==> src/rtl/dac_spi_multi.sv <==
// dac_spi_multi: multi-channel serial DAC writer. Keeps a shadow copy of the
// last code sent to each channel. A frame {command, code} goes out for any
// channel whose input differs from that copy, or which has a pending forced
// rewrite. Channels are served round-robin. All pin activity happens on
// divided tick cycles.
module dac_spi_multi #(
  parameter int N_CH     = 2,
  parameter int DATA_W   = 16,
  parameter int CMD_W    = 8,
  parameter int CMD_BASE = 'h10,
  parameter int CLK_DIV  = 25,
  parameter int SYNC_GAP = 2
) (
  input  logic                     clk_100M,
  input  logic                     rst,
  input  logic [N_CH*DATA_W-1:0]   data_in,
  input  logic                     force_update,
  output logic                     sclk,
  output logic                     sdata,
  output logic                     sync,
  output logic                     busy,
  output logic                     frame_done,
  output logic [2:0]               last_ch
);

  localparam int FRAME_W = DATA_W + CMD_W;
  localparam int IDX_W   = $clog2(FRAME_W);
  localparam int TC_W    = $clog2(CLK_DIV);
  localparam int GC_W    = $clog2(SYNC_GAP + 1);

  typedef enum logic [2:0] {
    S_IDLE, S_SHIFT_HI, S_SHIFT_LO, S_END, S_GAP
  } state_t;

  state_t                         state_q, state_d;
  logic [TC_W-1:0]                tick_cnt_q;
  logic                           tick;
  logic [N_CH-1:0][DATA_W-1:0]    data_q;
  logic [N_CH-1:0][DATA_W-1:0]    written_q, written_d;
  logic [N_CH-1:0]                force_q, force_d;
  logic [FRAME_W-1:0]             frame_q, frame_d;
  logic [2:0]                     ch_q, ch_d;
  logic [IDX_W-1:0]               bit_idx_q, bit_idx_d;
  logic [GC_W-1:0]                gap_q, gap_d;
  logic                           sclk_q, sclk_d;
  logic                           sdata_q, sdata_d;
  logic                           sync_q, sync_d;
  logic                           done_q, done_d;
  logic [2:0]                     last_q, last_d;

  logic [N_CH-1:0]                dirty;
  logic                           found;
  logic [2:0]                     sel;
  logic [DATA_W-1:0]              code_sel;
  logic [31:0]                    cmd_full;

  assign tick = (tick_cnt_q == TC_W'(CLK_DIV - 1));

  // Free-running bit-phase divider
  always_ff @(posedge clk_100M) begin
    if (rst) tick_cnt_q <= '0;
    else if (tick) tick_cnt_q <= '0;
    else tick_cnt_q <= tick_cnt_q + TC_W'(1);
  end

  // A channel needs a write when its input differs from what the DAC holds
  always_comb begin
    dirty = '0;
    for (int j = 0; j < N_CH; j++)
      dirty[j] = (data_q[j] != written_q[j]) | force_q[j];
  end

  // Round-robin pick: first dirty channel starting just after the last one served
  always_comb begin
    found    = 1'b0;
    sel      = '0;
    code_sel = '0;
    for (int k = 1; k <= N_CH; k++) begin
      for (int j = 0; j < N_CH; j++) begin
        if (!found && dirty[j] && (((int'(last_q) + k) % N_CH) == j)) begin
          found = 1'b1;
          sel   = 3'(j);
        end
      end
    end
    for (int j = 0; j < N_CH; j++)
      if (sel == 3'(j)) code_sel = data_q[j];
    cmd_full = 32'(CMD_BASE) + 32'(sel);
  end

  // Frame sequencer: next state, pin values and shadow-copy updates
  always_comb begin
    state_d   = state_q;
    written_d = written_q;
    force_d   = force_q;
    frame_d   = frame_q;
    ch_d      = ch_q;
    bit_idx_d = bit_idx_q;
    gap_d     = gap_q;
    sclk_d    = sclk_q;
    sdata_d   = sdata_q;
    sync_d    = sync_q;
    done_d    = 1'b0;
    last_d    = last_q;
    if (tick) begin
      case (state_q)
        S_IDLE: begin
          if (found) begin
            frame_d   = {cmd_full[CMD_W-1:0], code_sel};
            ch_d      = sel;
            sync_d    = 1'b0;
            sclk_d    = 1'b1;
            bit_idx_d = IDX_W'(FRAME_W - 1);
            state_d   = S_SHIFT_HI;
          end
        end
        S_SHIFT_HI: begin
          sdata_d = frame_q[bit_idx_q];
          sclk_d  = 1'b1;
          state_d = S_SHIFT_LO;
        end
        S_SHIFT_LO: begin
          sclk_d = 1'b0;
          if (bit_idx_q == '0) begin
            state_d = S_END;
          end else begin
            bit_idx_d = bit_idx_q - IDX_W'(1);
            state_d   = S_SHIFT_HI;
          end
        end
        S_END: begin
          sync_d  = 1'b1;
          sclk_d  = 1'b1;
          sdata_d = 1'b0;
          for (int j = 0; j < N_CH; j++) begin
            if (ch_q == 3'(j)) begin
              written_d[j] = frame_q[DATA_W-1:0];
              force_d[j]   = 1'b0;
            end
          end
          last_d  = ch_q;
          done_d  = 1'b1;
          gap_d   = '0;
          state_d = S_GAP;
        end
        S_GAP: begin
          if (gap_q == GC_W'(SYNC_GAP - 1)) state_d = S_IDLE;
          else gap_d = gap_q + GC_W'(1);
        end
        default: state_d = S_IDLE;
      endcase
    end
    // A force request wins over the end-of-frame clear of the same channel
    if (force_update) force_d = '1;
  end

  // State and output registers; reset abandons any frame in flight
  always_ff @(posedge clk_100M) begin
    if (rst) begin
      state_q   <= S_IDLE;
      data_q    <= '0;
      written_q <= '0;
      force_q   <= '1;
      frame_q   <= '0;
      ch_q      <= '0;
      bit_idx_q <= '0;
      gap_q     <= '0;
      sclk_q    <= 1'b1;
      sdata_q   <= 1'b0;
      sync_q    <= 1'b1;
      done_q    <= 1'b0;
      last_q    <= 3'(N_CH - 1);
    end else begin
      state_q   <= state_d;
      data_q    <= data_in;
      written_q <= written_d;
      force_q   <= force_d;
      frame_q   <= frame_d;
      ch_q      <= ch_d;
      bit_idx_q <= bit_idx_d;
      gap_q     <= gap_d;
      sclk_q    <= sclk_d;
      sdata_q   <= sdata_d;
      sync_q    <= sync_d;
      done_q    <= done_d;
      last_q    <= last_d;
    end
  end

  assign sclk       = sclk_q;
  assign sdata      = sdata_q;
  assign sync       = sync_q;
  assign busy       = (state_q != S_IDLE);
  assign frame_done = done_q;
  assign last_ch    = last_q;

endmodule

==> config.mk <==
export PLATFORM = sky130hd
export DESIGN_NAME = dac_spi_multi
export DESIGN_NICKNAME = d
export VERILOG_FILES = /design/src/rtl/dac_spi_multi.sv
export SDC_FILE = /design/constraint.sdc
export NUM_CORES = 1
export LEC_CHECK = 0
export CORE_MARGIN = 2
export CORE_UTILIZATION = 60
export DETAILED_ROUTE_END_ITERATION = 10
export HOLD_SLACK_MARGIN = 0.12
export PLACE_DENSITY_LB_ADDON = 0.25
export SETUP_SLACK_MARGIN = 0.02
export SLEW_MARGIN = 20
export SYNTH_ARGS = -nofsm -noshare
export SYNTH_HDL_FRONTEND = slang
export SYNTH_SLANG_ARGS = --single-unit
==> constraint.sdc <==
create_clock -name clk_100M -period 3.13 [get_ports clk_100M]
set_clock_uncertainty 0.2 [all_clocks]
set_input_delay 0.313 -clock clk_100M [delete_from_list [all_inputs] [get_ports clk_100M]]
set_output_delay 0.313 -clock clk_100M [all_outputs]
set_load 0.01 [all_outputs]
==> results of run 1 <==
==> layout make-up <==
type                    count  area, sq um
fillers                   613         2290
multi-input cells         316         2270
flip-flops and latches    104         2080
repair buffers             50          498
well taps                 102          128
clock buffers               9          124
clock inverters             7          118
inverters                  25         93.8
==> cells in the final DEF, fill, tap and decap left out, drive strengths merged, types with 26 or more instances in the layout <==
master / netlist / layout
o21ai: 26 / 26
mux2i: 36 / 36
inv: 25 / 26
nor2: 54 / 54
clkdlybuf4s50: 0 / 39
nor2b: 33 / 33
dfxtp: 104 / 104
a21oi: 26 / 26
xnor2: 29 / 29
==> power breakdown <==
| group | switching, mW | total [mW] | leakage [nW] | internal [mW] |
|---|---|---|---|---|
| combinational | 0.0580 | 0.133 | 0.861 | 0.0747 |
| clock | 0.450 | 0.982 | 0.124 | 0.532 |
| sequential | 0.0232 | 1.37 | 0.847 | 1.35 |
==> worst max-delay path: stages (launching register included) <==
cell      delay [ps]
dfxtp_1          350
inv_1             60
ha_1             180
nand4b_1         240
buf_4            260
nor2_2           180
nand3_1          230
nor2_4           560
mux2i_1          290
nor2_1            60
==> sequential cells by signal, summed over array words and instances, names as in the netlist <==
register,cells
state_q,3
gap_q,2
frame_q,18
force_q,2
sdata,1
frame_done,1
tick_cnt_q,5
written_q,32
bit_idx_q,5
data_q,32
sclk,1
last_ch,1
sync,1
==> worst max-delay path by stage <==
stage,start,depth (start not counted),endpoint
after floorplan,bit_idx_q[0]$_SDFFE_PP0P_,7,sdata$_SDFFE_PP0P_
after global placement,tick_cnt_q[0]$_SDFF_PP0_,9,written_q[5]$_SDFFE_PP0P_
after detailed placement,tick_cnt_q[0]$_SDFF_PP0_,9,written_q[11]$_SDFFE_PP0P_
after CTS,tick_cnt_q[0]$_SDFF_PP0_,9,written_q[11]$_SDFFE_PP0P_
after global routing,tick_cnt_q[0]$_SDFF_PP0_,9,written_q[5]$_SDFFE_PP0P_
final,tick_cnt_q[0]$_SDFF_PP0_,9,written_q[11]$_SDFFE_PP0P_
==> cell usage after synthesis (2+ instances only) <==
master / number / area [sq um]
a211o_1: 2 / 17.5
a211oi_1: 3 / 22.5
a211oi_2: 13 / 163
a21oi_1: 26 / 130
a221oi_1: 2 / 17.5
a22oi_1: 2 / 15.0
and2_1: 2 / 12.5
and3_1: 2 / 12.5
buf_1: 2 / 7.51
buf_2: 13 / 65.1
buf_4: 4 / 30.0
buf_6: 3 / 33.8
clkbuf_1: 16 / 60.1
dfxtp_1: 104 / 2080
ha_1: 5 / 62.6
inv_1: 25 / 93.8
mux2i_1: 36 / 360
mux4_2: 4 / 90.1
nand2_1: 12 / 45.0
nand3_1: 5 / 25.0
nand3b_1: 2 / 15.0
nand4_1: 8 / 50.1
nor2_1: 51 / 191
nor2_4: 2 / 22.5
nor2b_1: 33 / 206
nor3_1: 4 / 20.0
nor4_1: 2 / 12.5
o21ai_0: 23 / 115
o21ai_1: 3 / 15.0
o311a_1: 16 / 160
o41ai_1: 2 / 17.5
xnor2_1: 29 / 254
xor2_1: 5 / 43.8
==> metrics by stage <==
stage          total power, mW  std cells  cell area (sq um)
2_1_floorplan             1.47        483               4640
6_report                  2.49        613               5310
3_3_place_gp              1.53        597               5070
3_5_place_dp              1.53        597               5070
4_1_cts                   2.50        613               5310
5_1_grt                   2.57        613               5310
==> layer usage <==
| metal | GRT usage, % | wire [um] | part of all wire, % |
|---|---|---|---|
| met2 | 36.3 | 4360 | 43 |
| met3 | 4.77 | 639 | 6.4 |
| met5 | 0 | 0 | 0 |
| met4 | 11.1 | 261 | 2.6 |
| met1 | 36.3 | 4770 | 48 |
==> logic make-up (layout without fill, tap and decap cells) <==
group                      Yosys count  in the layout  share of synthesized area (%)
AOI/OAI and AO/OA                  102            102                           16.3
xor gates and xnor gates            34             34                           6.42
adders and majority gates            5              5                           1.35
buffers and inverters               63             91                           6.26
DFF                                104            104                           44.9
muxes                               40             40                           9.71
other                                1              2                         0.0808
and+or+nand+nor                    133            133                           15.0
==> metrics.txt, run 1 <==
number of I/O pins 43; Final WS setup 389 ps; Reg2Reg Depth 9; routed len/inst 16.4 um; endpoints failing setup 0; Hold Slack 153 ps; ys async rst share 0%; slew of the pin with the lowest slew margin 628 ps; # rows 32; largest net degree at the start of global routing 68; Area Growth Syn to Fin 14.5%; cts repair resizes 0; Worst Hold Endpoint frame_done$_SDFF_PP0_; WL final 10,000 um; Max Slew Vio Count 0; WHS Path Cells 2; antenna viol nets, final 0; Final Critical Period 2740 ps; launch point of the worst reg-to-reg path tick_cnt_q[0]$_SDFF_PP0_; # diodes 0; syn_area_per_cell 9.63 sq um; Overall Global Routing Usage 25.0%; htree depth 3; CTS tree done; crit end category flop; IR drop worst, VDD 0.255 mV; RSZ-0062 raised after global routing no; TNS Setup 0 ps; Hold-fix buffers, CTS 0; clk slew on worst S/H paths 100 ps; Vias/cell 5.85; Overflow after GRT 0; fraction of layout cells with a size suffix above 1 9.98%; clk buf depth 2; R2R Setup Slk 390 ps; post-synthesis instance total 482; clock buffer count from CTS 9; status complete, no violations; first-pass GRT wire length 16,700 um; fmax 365 MHz; Final Core Density 69.9%; CTS root buf clkbuf_8; Post-synth EDFFs 0; ys flop type dfxtp_1; Critical Path AT 2790 ps; Initial Utilization 61.0%; r2r endpoint written_q[11]$_SDFFE_PP0P_; CTS Sinks 104; Place WS 457 ps; Tcrit/Tclk final 87.6%; Fin. Hold Viols 0; sequential area share after synthesis 44.9%; min-delay worst type in -> reg; Syn. warnings 0; count of different cell masters after synthesis 54; PortBufs 40; DIE HEIGHT 91.9 um; Die Area 8450 sq um; initial antenna violation count 0; dpl hpwl 7000 um; Pleak 1.83 nW; Clk Latency, worst-skew pair 370 ps; crit path kind reg -> reg; Die Width 91.9 um; initial drt markers 366; final RePlAce weighted congestion 0.818; CP Launch Type flop; crit-path max FO 17; hold path startpoint rst; DR DRC count 0; max cap viols 0; Slew headroom 58.0%; DR pass1 iterations 5; placeable core region 7610 sq um; Cell Area, Synth 4640 sq um; DR vias 3,583; PD cells 468 nW/um^2; final net count 546; Post-CTS Setup Inserts 0; flop and latch count out of synthesis 104; number of global-route vias before repair 3,337; CP required 3180 ps
Power figures use the tool's default switching activity.
==> run 2, diff against run 1 <==
--- a/config.mk
+++ b/config.mk
@@ -5,7 +5,8 @@
 export SDC_FILE = /design/constraint.sdc
 export NUM_CORES = 1
 export LEC_CHECK = 0
-export CORE_MARGIN = 2
+export CAP_MARGIN = 20
+export CORE_MARGIN = 8
 export CORE_UTILIZATION = 60
 export DETAILED_ROUTE_END_ITERATION = 10
 export HOLD_SLACK_MARGIN = 0.12
==> run 2 against run 1 <==
  * Count of clock-buffer cells in the layout grew 1
  * Combinational power about the same
  * Via count shrank 3.9%
  * Non-clock buffer count shrank 3
  * First-iteration DRC count fell by 20%
  * Sequential power is essentially flat
  * Core utilization is 1.1 points lower
  * Register-to-register slack improved by 170 ps
  * Final cell count fell by 0.65%
  * Die area up 28%
  * Clock power is 16% lower
  * Critical path type unchanged
  * Largest cell class unchanged
==> metrics.txt, run 2 (synthesis gave the netlist of run 1 again) <==
Overall Global Routing Usage 18.4% (was 25.0%); WHS Path Cells 1 (was 2); Area Growth Syn to Fin 12.8% (was 14.5%); Tcrit/Tclk final 82.1% (was 87.6%); endpoints failing setup 0 (unchanged); Fin. Hold Viols 0 (unchanged); initial drt markers 294 (was 366); sw frac 22.4% (was 21.4%); max cap viols 0 (unchanged); Post-CTS Setup Inserts 0 (unchanged); clock buffer count from CTS 9 (unchanged); multi-input combinational cell area 2270 sq um (unchanged); crit path kind reg -> reg (unchanged); Largest regs data_q: 32 flops, written_q: 32 flops, frame_q: 18 flops (unchanged); fraction of layout cells with a size suffix above 1 9.27% (was 9.98%); WL final 9750 um (was 10,000 um); min-delay worst type reg -> reg (was in -> reg); Clk Latency, worst-skew pair 360 ps (was 370 ps); clk slew on worst S/H paths 90 ps (was 100 ps); antenna viol nets, final 0 (unchanged); Slew headroom 50.3% (was 58.0%); cts repair resizes 0 (unchanged); Overflow after GRT 0 (unchanged); Final Critical Period 2570 ps (was 2740 ps); crit-path max FO 17 (unchanged); slew of the pin with the lowest slew margin 744 ps (was 628 ps); FILL cells 610 (was 613); Register Area 2080 sq um (unchanged); status complete, no violations (unchanged); # diodes 0 (unchanged); placed insts 594 (was 597); number of global-route vias before repair 3,344 (was 3,337); combinational share of power 5.6% (was 5.3%); Sw Pwr 0.522 mW (was 0.531 mW); CTS tree done (unchanged); Die Area 10,800 sq um (was 8450 sq um); PortBufs 40 (unchanged); internal power component 1.81 mW (was 1.95 mW); htree depth 3 (unchanged); DR pass1 iterations 4 (was 5); TNS Setup 0 ps (unchanged); leading cell type in the layout, fill and taps excluded dfxtp_1 (unchanged); number of I/O pins 43 (unchanged); crit end category flop (unchanged); Die Width 104 um (was 91.9 um); sequential share of power 58.8% (was 55.2%); Final WS setup 562 ps (was 389 ps); Max Slew Vio Count 0 (unchanged); Hold-fix buffers, CTS 0 (unchanged); CP required 3160 ps (was 3180 ps); first-pass GRT wire length 16,600 um (was 16,700 um); RSZ-0062 raised after global routing no (unchanged); CP Launch Type flop (unchanged); placeable core region 7610 sq um (unchanged); DR DRC count 0 (unchanged); Place WS 649 ps (was 457 ps); Critical Path AT 2590 ps (was 2790 ps); most frequent cells in the layout dfxtp_1 (104), nor2_1 (51), clkdlybuf4s50_1 (39) (unchanged); PD cells 445 nW/um^2 (was 468 nW/um^2); final RePlAce weighted congestion 0.843 (was 0.818); largest net degree at the start of global routing 68 (unchanged); Reg2Reg Depth 8 (was 9); Overall Power 2.33 mW (was 2.49 mW); Vias/cell 5.66 (was 5.85); Final Instance Count excl. Fillers 609 (was 613); routed len/inst 16.0 um (was 16.4 um); initial antenna violation count 0 (unchanged); clk buf depth 2 (unchanged); fmax 389 MHz (was 365 MHz); CTS Sinks 104 (unchanged); final net count 543 (was 546); Pleak 1.78 nW (was 1.83 nW); Initial Utilization 61.0% (unchanged); DIE HEIGHT 104 um (was 91.9 um); # rows 32 (unchanged); IR drop worst, VDD 0.279 mV (was 0.255 mV); dpl hpwl 6870 um (was 7000 um); CTS root buf clkbuf_8 (unchanged); DR vias 3,444 (was 3,583); Clk pwr share 35.6% (was 39.5%)
## run 2: cell types whose count changed in the layout (fill, tap and decap cells not counted)
cell,change
inv_6,-1
clkinv_2,-1
clkbuf_8,+1
buf_4,-2
buf_12,-1
clkinvlp_4,+3
clkinv_4,-1
bufinv_16,-2
## run 2: per-stage QoR
step / area (sq um) / hold WS, ps / util, %
6_report: 5230 / 267 / 68.8
5_1_grt: 5230 / 285 / 68.8
4_1_cts: 5230 / 275 / 68.8
3_5_place_dp: 5040 / 253 / 66.2
3_3_place_gp: 5040 / 244 / 66.2
2_1_floorplan: 4640 / 219 / -
## run 2: final cells by class
class                      instances  share of cell area (%)
multi-input combinational        316                    43.4
tap                              102                    2.44
clock inverter                     5                    1.10
timing repair buffer              47                    8.85
inverter                          25                    1.79
sequential                       104                    39.8
clock buffer                      10                    2.63
## run 2: worst max-delay path, cell delays in order, from the launching register on
cell	delay [ps]
dfxtp_1	340
inv_1	60
ha_1	170
nand4b_1	260
nor2_2	270
nand3_1	220
nor2_4	540
mux2i_1	290
nor2_1	60
## run 2: worst paths after layout
kind	endpoint	startpoint	slack, ps
max	written_q[14]$_SDFFE_PP0P_	tick_cnt_q[0]$_SDFF_PP0_	560
max reg2reg	written_q[14]$_SDFFE_PP0P_	tick_cnt_q[0]$_SDFF_PP0_	560
min reg2reg	tick_cnt_q[0]$_SDFF_PP0_	tick_cnt_q[0]$_SDFF_PP0_	270
min	tick_cnt_q[0]$_SDFF_PP0_	tick_cnt_q[0]$_SDFF_PP0_	270
## run 2: metal layers
metal / global-route usage, % / vias up / wire length (um)
li1: - / 1707 / -
met1: 26.7 / 1622 / 4920
met2: 25.9 / 106 / 4180
met3: 4.09 / 9 / 529
met4: 6.31 / 0 / 120
met5: 0 / - / 0
## run 2: power by group through the flow
stage,registers (mW),clock network [mW],logic [mW]
6_report,1.37,0.829,0.131
5_1_grt,1.37,0.903,0.146
4_1_cts,1.37,0.834,0.133
3_5_place_dp,1.40,0,0.132
3_3_place_gp,1.40,0,0.130
2_1_floorplan,1.39,0,0.0768
==> variant (flow settings as in run 1) <==
Set the parameter `DATA_W` to 8 (it was 16).
--- a/src/rtl/dac_spi_multi.sv
+++ b/src/rtl/dac_spi_multi.sv
@@ -7,3 +7,3 @@
   parameter int N_CH     = 2,
-  parameter int DATA_W   = 16,
+  parameter int DATA_W   = 8,
   parameter int CMD_W    = 8,
Interface: changed (resized data_in); port bits go from 43 to 27. No check against the original RTL was run, so the function may have changed too.
==> variant against run 1 <==
Design area decreased by 42%. Power fell by 35%. Sequential share of layout area up 1.4 points. Wire length shrank 46%. Critical path depth decreased by 2. Sequential cell count down 41. Non-clock buffer count decreased by 24. Worst setup slack improved by 50 ps. Synthesized area shrank 42%.
==> variant: results (changes against run 1) <==
Drt
  • Drt pass-1 iters: 4 (was 5)
  • Vias per cell: 5.66 (was 5.85)
  • DR iter-0 viols: 109 (was 366)
  • Wirelength, routed: 5.41 mm (was 10.0 mm)

Logic synthesis
  • Synth warn: 0 (unchanged)
  • Sequential cell area fraction in the yosys report: 47.0% (was 44.9%)
  • Count of different cell masters after synthesis: 44 (was 54)
  • Synth cell count leaders: dfxtp_1, nor2_1, mux2i_1, nor2b_1, xor2_1 (was dfxtp_1, nor2_1, mux2i_1, nor2b_1, xnor2_1)
  • Synth top area cells: dfxtp_1, mux2i_1, nor2_1 (was dfxtp_1, mux2i_1, xnor2_1)
  • Main synth FF type: dfxtp_1 (unchanged)
  • Post-synthesis async set-or-reset flop share: 0% (unchanged)

Clocking
  • CTS resizes: 0 (unchanged)
  • Clk Latency, worst-skew pair: 340 ps (was 370 ps)
  • Clk buf depth: 2 (unchanged)
  • Buffer count from post-CTS setup fixing: 0 (unchanged)
  • CTS H-tree lvls: 3 (unchanged)
  • Worst-path clk slew: 70 ps (was 100 ps)
  • Clock buffers created by TritonCTS: 9 (unchanged)
  • CTS root buf: clkbuf_8 (unchanged)

Power and ir drop
  • Worst IR Drop VDD: 0.407 mV (was 0.255 mV)
  • Leakage power: 1.19 nW (was 1.83 nW)

Place
  • GPL Wtd Cong: 0.840 (was 0.818)
  • Number of buffers added on ports: 24 (was 40)
  • Final HPWL from detailed placement: 3.72 mm (was 7.00 mm)
  • Placed Area: 0.00291 mm2 (was 0.00507 mm2)

Final layout
  • Nets: 318 (was 546)
  • Share of post-route cells with drive strength above 1: 8.70% (was 9.98%)
  • Filler instances: 327 (was 613)
  • Biggest regs: data_q (16), written_q (16), frame_q (10) (was data_q (32), written_q (32), frame_q (18))
  • N_diodes: 0 (unchanged)

GRT
  • Vias in the first global route: 1,945 (was 3,337)
  • Global Route Usage Sum: 23.6% (was 25.0%)
  • Largest net degree at the start of global routing: 36 (was 68)
  • Initial antenna violation count: 0 (unchanged)
  • First-pass GRT wire length: 9.11 mm (was 16.7 mm)

Setup path
  • Worst Path Max Fanout: 11 (was 17)
  • Worst EP arrival: 2720 ps (was 2790 ps)

STA
  • Slew HR: 50.8% (was 58.0%)

Worst hold path
  • HP Class: flop to flop (was primary input to flop)

Outcome
  • Status: finished clean (unchanged)
==> variant: cells by family after synthesis <==
logic type / count (synthesis) / share of synthesized area, %
multiplexers: 30 / 12.1
adder cells (fa/ha/maj): 4 / 1.86
AO/OA/AOI/OAI: 35 / 8.99
other: 1 / 0.140
AND/OR/NAND/NOR: 96 / 18.8
buffers and inverters: 25 / 4.61
flip-flops: 63 / 47.0
XOR/XNOR: 20 / 6.52
==> variant: layer usage <==
layer	share of wire, %	global-route usage, %
met5	0	0
met4	1.5	11.3
met3	4.7	4.27
met2	48	36.8
met1	46	31.8
==> variant: worst paths after layout <==
check / start / endpoint / slack (ps) / depth (start not counted)
max: tick_cnt_q[0] / written_q[12] / 440 / 7
min: tick_cnt_q[0] / tick_cnt_q[0] / 270 / 1
max reg2reg: tick_cnt_q[0] / written_q[12] / 440 / 7
min reg2reg: tick_cnt_q[0] / tick_cnt_q[0] / 270 / 1
==> variant: where the power goes <==
part	total [mW]	internal [mW]	switching (mW)
combinational	0.0790	0.0427	0.0364
sequential	0.834	0.817	0.0161
clock	0.698	0.405	0.292
==> variant: worst max-delay path, stage by stage, from the launching register on <==
cell      delay, ps
dfxtp_1         330
inv_1            70
ha_1            190
nand4b_1        380
nor3_1          450
and2_1          610
mux2i_1         290
nor2_1           50
==> variant: area by class of cell <==
type	instances	area, um2	area share [%]
Inverter	8	30.0	0.966
Timing Repair Buffer	26	250	8.05
Sequential cell	63	1260	40.6
Clock buffer	12	155	4.99
Clock inverter	3	42.5	1.37
Multi-Input combinational cell	187	1300	41.9
Tap cell	52	65.1	2.09
==> variant: through the flow <==
stage,cells,setup slack [ps],utilization (%)
6_report,351,439,71.9
5_1_grt,351,233,71.9
4_1_cts,351,460,71.9
3_5_place_dp,336,588,67.3
3_3_place_gp,336,706,67.3
2_1_floorplan,275,1140,-
